**config.mk**
```make
export PLATFORM = sky130hd
export DESIGN_NAME = robo_wall_follower
export DESIGN_NICKNAME = d
export VERILOG_FILES = /design/src/rtl/robo_wall_follower.sv
export SDC_FILE = /design/constraint.sdc
export NUM_CORES = 1
export LEC_CHECK = 0
export ABC_AREA = 1
export CAP_MARGIN = 15
export CORE_MARGIN = 2
export CORE_UTILIZATION = 50
export DETAILED_ROUTE_END_ITERATION = 10
export PLACE_DENSITY_LB_ADDON = 0.25
export RECOVER_POWER = 25
export SLEW_MARGIN = 20
export SYNTH_ARGS = -nofsm -noshare
export SYNTH_HDL_FRONTEND = slang
export SYNTH_SLANG_ARGS = --single-unit
```
**constraint.sdc**
```tcl
create_clock -name clock -period 2.9 [get_ports clock]
set_input_delay 0.58 -clock clock [delete_from_list [all_inputs] [get_ports clock]]
set_output_delay 0.58 -clock clock [all_outputs]
set_load 0.02 [all_outputs]
```
**src/rtl/robo_wall_follower.sv**
```systemverilog
// Wall-following controller: per-sensor sync (plus debounce filters when
// ROBO_WALL_DEBOUNCE_EN is defined), left/right wall selection, rotation
// timeout into a HALT fault state, enable gating and turn/lost-wall telemetry.
module robo_wall_follower #(
  parameter int unsigned DEBOUNCE_CYCLES = 4,
  parameter int unsigned ROT_TIMEOUT     = 16,
  parameter int unsigned CNT_W           = 8
) (
  input  logic             clock,
  input  logic             reset,
  input  logic             enable,
  input  logic             head,
  input  logic             left,
  input  logic             right,
  input  logic             side_sel,
  output logic             avancar,
  output logic             girar,
  output logic             girar_dir,
  output logic [1:0]       estado,
  output logic             fault,
  output logic             lost_wall,
  output logic [CNT_W-1:0] turn_count
);

  localparam int unsigned TMR_W = $clog2(ROT_TIMEOUT);

  typedef enum logic [1:0] {
    SEARCH = 2'b00,
    ROTATE = 2'b01,
    FOLLOW = 2'b10,
    HALT   = 2'b11
  } state_t;

  state_t           state_q, state_d;
  logic [TMR_W-1:0] rot_timer, timer_d;
  logic             lost_d;
  logic             enter_rot;
  logic [CNT_W-1:0] turn_d;
  logic             side_q;
  logic [2:0]       sync_v;   // {head, left, right} after one register stage
  logic [2:0]       filt;     // filtered {hf, lf, rf}
  logic             hf, lf, rf, w;

  // Single register stage on the raw sensor pins
  always_ff @(posedge clock) begin
    if (!reset) sync_v <= 3'b000;
    else        sync_v <= {head, left, right};
  end

`ifdef ROBO_WALL_DEBOUNCE_EN
  localparam int unsigned DB_W = $clog2(DEBOUNCE_CYCLES + 1);

  logic [DB_W-1:0] db_cnt [3];

  // Filter flips only after DEBOUNCE_CYCLES consecutive disagreeing samples
  always_ff @(posedge clock) begin
    if (!reset) begin
      filt <= 3'b000;
      for (int i = 0; i < 3; i++) db_cnt[i] <= '0;
    end else begin
      for (int i = 0; i < 3; i++) begin
        if (sync_v[i] == filt[i]) begin
          db_cnt[i] <= '0;
        end else if (db_cnt[i] == DB_W'(DEBOUNCE_CYCLES - 1)) begin
          filt[i]   <= sync_v[i];
          db_cnt[i] <= '0;
        end else begin
          db_cnt[i] <= db_cnt[i] + DB_W'(1);
        end
      end
    end
  end
`else
  // Without debounce the synchronised value is used directly
  assign filt = sync_v;
`endif

  assign hf = filt[2];
  assign lf = filt[1];
  assign rf = filt[0];
  assign w  = side_q ? rf : lf;

  // Wall side is latched while searching and frozen otherwise
  always_ff @(posedge clock) begin
    if (!reset)                 side_q <= 1'b0;
    else if (state_q == SEARCH) side_q <= side_sel;
  end

  // Next-state, rotation timer, lost-wall pulse and turn counter update
  always_comb begin
    state_d   = state_q;
    timer_d   = '0;
    lost_d    = 1'b0;
    enter_rot = 1'b0;
    if (!enable) begin
      state_d = SEARCH;
    end else begin
      case (state_q)
        SEARCH: begin
          case ({hf, w})
            2'b01:   state_d = FOLLOW;
            2'b10,
            2'b11: begin
              state_d   = ROTATE;
              enter_rot = 1'b1;
            end
            default: state_d = SEARCH;
          endcase
        end
        ROTATE: begin
          // Exit wins over a timeout in the same cycle
          if ({hf, w} == 2'b01) begin
            state_d = FOLLOW;
          end else if (rot_timer == TMR_W'(ROT_TIMEOUT - 1)) begin
            state_d = HALT;
          end else begin
            timer_d = rot_timer + TMR_W'(1);
          end
        end
        FOLLOW: begin
          case ({hf, w})
            2'b01:   state_d = FOLLOW;
            2'b11: begin
              state_d   = ROTATE;
              enter_rot = 1'b1;
            end
            default: begin
              state_d = SEARCH;
              lost_d  = 1'b1;
            end
          endcase
        end
        HALT:    state_d = HALT;
        default: state_d = SEARCH;
      endcase
    end
    turn_d = turn_count;
    if (enter_rot && (turn_count != {CNT_W{1'b1}})) begin
      turn_d = turn_count + CNT_W'(1);
    end
  end

  // State and telemetry registers
  always_ff @(posedge clock) begin
    if (!reset) begin
      state_q    <= SEARCH;
      rot_timer  <= '0;
      lost_wall  <= 1'b0;
      turn_count <= '0;
    end else begin
      state_q    <= state_d;
      rot_timer  <= timer_d;
      lost_wall  <= lost_d;
      turn_count <= turn_d;
    end
  end

  // Motor decode from the state register, forced off while disabled
  always_comb begin
    avancar   = 1'b0;
    girar     = 1'b0;
    girar_dir = 1'b0;
    if (enable) begin
      case (state_q)
        SEARCH:  avancar = 1'b1;
        ROTATE: begin
          girar     = 1'b1;
          girar_dir = ~side_q;
        end
        FOLLOW:  avancar = 1'b1;
        default: avancar = 1'b0;
      endcase
    end
  end

  assign estado = state_q;
  assign fault  = (state_q == HALT);

endmodule

```
==> impl_metrics.env <==
export IMPL_hold_viol_final=0
export IMPL_cp_required_ps=2320
export IMPL_die_h_um=48.6
export IMPL_cts_buffers=3
export IMPL_synth_area_um2=993
export IMPL_clk_latency_ps=300
export IMPL_firstDrtPassIters=4
export IMPL_nets=168
export IMPL_stdcell_area_mm2=0.00126
export IMPL_synth_warnings=0
export IMPL_synth_avg_cell_area_um2=7.53
export IMPL_crit_start="enable"
export IMPL_clkTransAtPathRegs_ps=100
export IMPL_grtUsageTotal=0.186
export IMPL_post_dp_hpwl_mm=1.51
export IMPL_yosys_register_bits=19
export IMPL_place_gp_congestion=0.864
export IMPL_hold_path_startpoint="rot_timer[0]"
export IMPL_skew_ps=7.50
export IMPL_wl_met1_um=975
export IMPL_end_kind="output port"
export IMPL_initial_core_util=0.517
export IMPL_period_share=0.882
export IMPL_cts_root_buf="clkbuf_4"
export IMPL_utilization=0.656
export IMPL_cts_sinks=19
export IMPL_die_width_um=48.6
export IMPL_cts_htree_levels=1
export IMPL_finalWirelength_mm=1.97
export IMPL_layoutNonFillerInstCount=185
export IMPL_yosysUniqueCellTypes=26
export IMPL_drc=0
export IMPL_finalSetupViolations=0
export IMPL_cp_max_fo=4
export IMPL_syn_num_nets=141
export IMPL_overflow=0
export IMPL_dr_first_iter_drc_count=13
export IMPL_irDropWorstVdd_v=0.000226
export IMPL_cp_start_kind="primary input"
export IMPL_port_buffers=21
export IMPL_synth_cells=132
export IMPL_fin_crit_ps=2560
export IMPL_grt_max_degree=12
export IMPL_leakagePower_nw=0.547
export IMPL_status="completed"
export IMPL_placed_cells=181
export IMPL_vias_per_cell=4.90
export IMPL_rsz0062_at_grt="no"
export IMPL_p_per_area_mw_per_mm2=365
export IMPL_wl_per_cell_um=10.7
export IMPL_ant_nets=0
export IMPL_reg2reg_from="turn_count[0]"
export IMPL_wl_met3_um=71
export IMPL_die_area_mm2=0.00236
export IMPL_cts_resized=0
export IMPL_worst_slack_ps=341
export IMPL_core_area_mm2=0.00192
export IMPL_rows=16
export IMPL_grt_pass1_vias=827
export IMPL_seq_area_frac_synth=0.383
export IMPL_top_layer_used="met3"
export IMPL_area_growth_pct=26.8
export IMPL_max_slew_margin=0.798
export IMPL_dpl_cell_area_mm2=0.00124
export IMPL_hold_buffers=0
export IMPL_setup_tns_ps=0
export IMPL_io_pins=22
export IMPL_cts_setup_buffers=0
export IMPL_dr_wl_met2_um=927
export IMPL_grt_pass1_wl_mm=3.47
export IMPL_clockBufferDepth=2
export IMPL_max_cap_violations=0
export IMPL_drv_slew=0
export IMPL_arrival_ps=1980
export IMPL_final_layout_size_suffix_gt1_frac=0.158
export IMPL_place_ws_ps=346
export IMPL_path_class="in -> out"
export IMPL_fmax_mhz=391
export IMPL_cts_tree="yes"
export IMPL_antenna_found_initial=0
export IMPL_num_vias=906
export IMPL_diodes=0
export IMPL_worstMarginPinSlew_ps=301
export IMPL_worstHoldPathType="reg -> reg"
[flip-flops by register name (all words and copies together) (netlist names)]
name        count
turn_count      8
rot_timer       4
filt            3
estado          2
lost_wall       1
side_q          1
[where the power goes]
| group | total [W] | switching, W | internal, W |
|---|---|---|---|
| sequential | 0.000271 | 0.00000497 | 0.000266 |
| clock | 0.000133 | 0.0000819 | 0.0000513 |
| combinational | 0.0000549 | 0.0000310 | 0.0000239 |
| total | 0.000459 | 0.000118 | 0.000342 |
[final cells by class]
| cell class | instances | area [µm²] |
|---|---|---|
| Inverter | 21 | 78.8 |
| Tap cell | 27 | 33.8 |
| Clock buffer | 3 | 22.5 |
| Fill cell | 187 | 662 |
| Clock inverter | 1 | 5.00 |
| Sequential cell | 19 | 380 |
| Timing Repair Buffer | 22 | 218 |
| Multi-Input combinational cell | 92 | 522 |
[critical path, cell delays in order]
cell             delay, ps
clkdlybuf4s50_1        490
inv_1                  110
nor3_1                 180
clkdlybuf4s50_1        620
[cells in the final DEF, fill, tap and decap left out, drive strengths merged, types with 2 or more instances in the layout]
cell type       n
clkdlybuf4s50  20
inv            21
nor2           15
nand2          40
dfxtp          19
nand3b          2
nand3           7
clkbuf          3
xor2            2
nand4           5
ha              2
a21oi          10
o21ai           4
nor3            3
[per-stage QoR]
step	hold WS (ps)	total power, W
floorplan	418	0.000309
global placement	430	0.000333
detailed placement	441	0.000334
CTS	456	0.000465
global route	489	0.000479
finish	461	0.000460
[synthesized netlist by cell type]
master,instances,share of area
nand2_1,32,0.12
o21ai_0,2,0.010
nor2_2,2,0.013
nand2_4,3,0.034
nand2_2,4,0.025
nor2_1,11,0.042
or2_1,1,0.0063
o21ai_1,1,0.0050
nor2_4,2,0.023
a21oi_1,8,0.040
a211oi_1,1,0.0076
nor3_1,2,0.010
ha_1,2,0.025
a21oi_4,1,0.016
a21oi_2,1,0.0088
dfxtp_1,19,0.38
nor3_2,1,0.010
o21ai_2,1,0.0088
xor2_1,2,0.018
nand4_1,5,0.031
nand2_8,1,0.020
nand3b_1,2,0.015
nand3_4,1,0.018
inv_2,4,0.015
inv_1,17,0.064
nand3_1,6,0.030
[cells by family (layout without fill, tap and decap cells)]
group                    after synthesis  count (layout)  synth area share
XOR/XNOR                               2               2            0.0176
AND/OR/NAND/NOR                       73              73             0.398
AO/OA/AOI/OAI                         15              15            0.0970
flip-flops                            19              19             0.383
adder cells (fa/ha/maj)                2               2            0.0252
buffers and inverters                 21              47            0.0793
[per-layer routing]
metal	GRT usage	vias to the layer above
met5	0	-
met4	0.0714	0
met3	0.0401	0
met2	0.306	20
met1	0.238	412
li1	-	474
[worst paths after layout]
check / endpoint / slack [ps] / cells after the start
hold reg to reg: rot_timer[0] / 460 / 1
hold / removal: rot_timer[0] / 460 / 1
setup / recovery: girar_dir / 340 / 4
setup reg to reg: turn_count[0] / 1390 / 7
(Power assumes the default switching activity.)
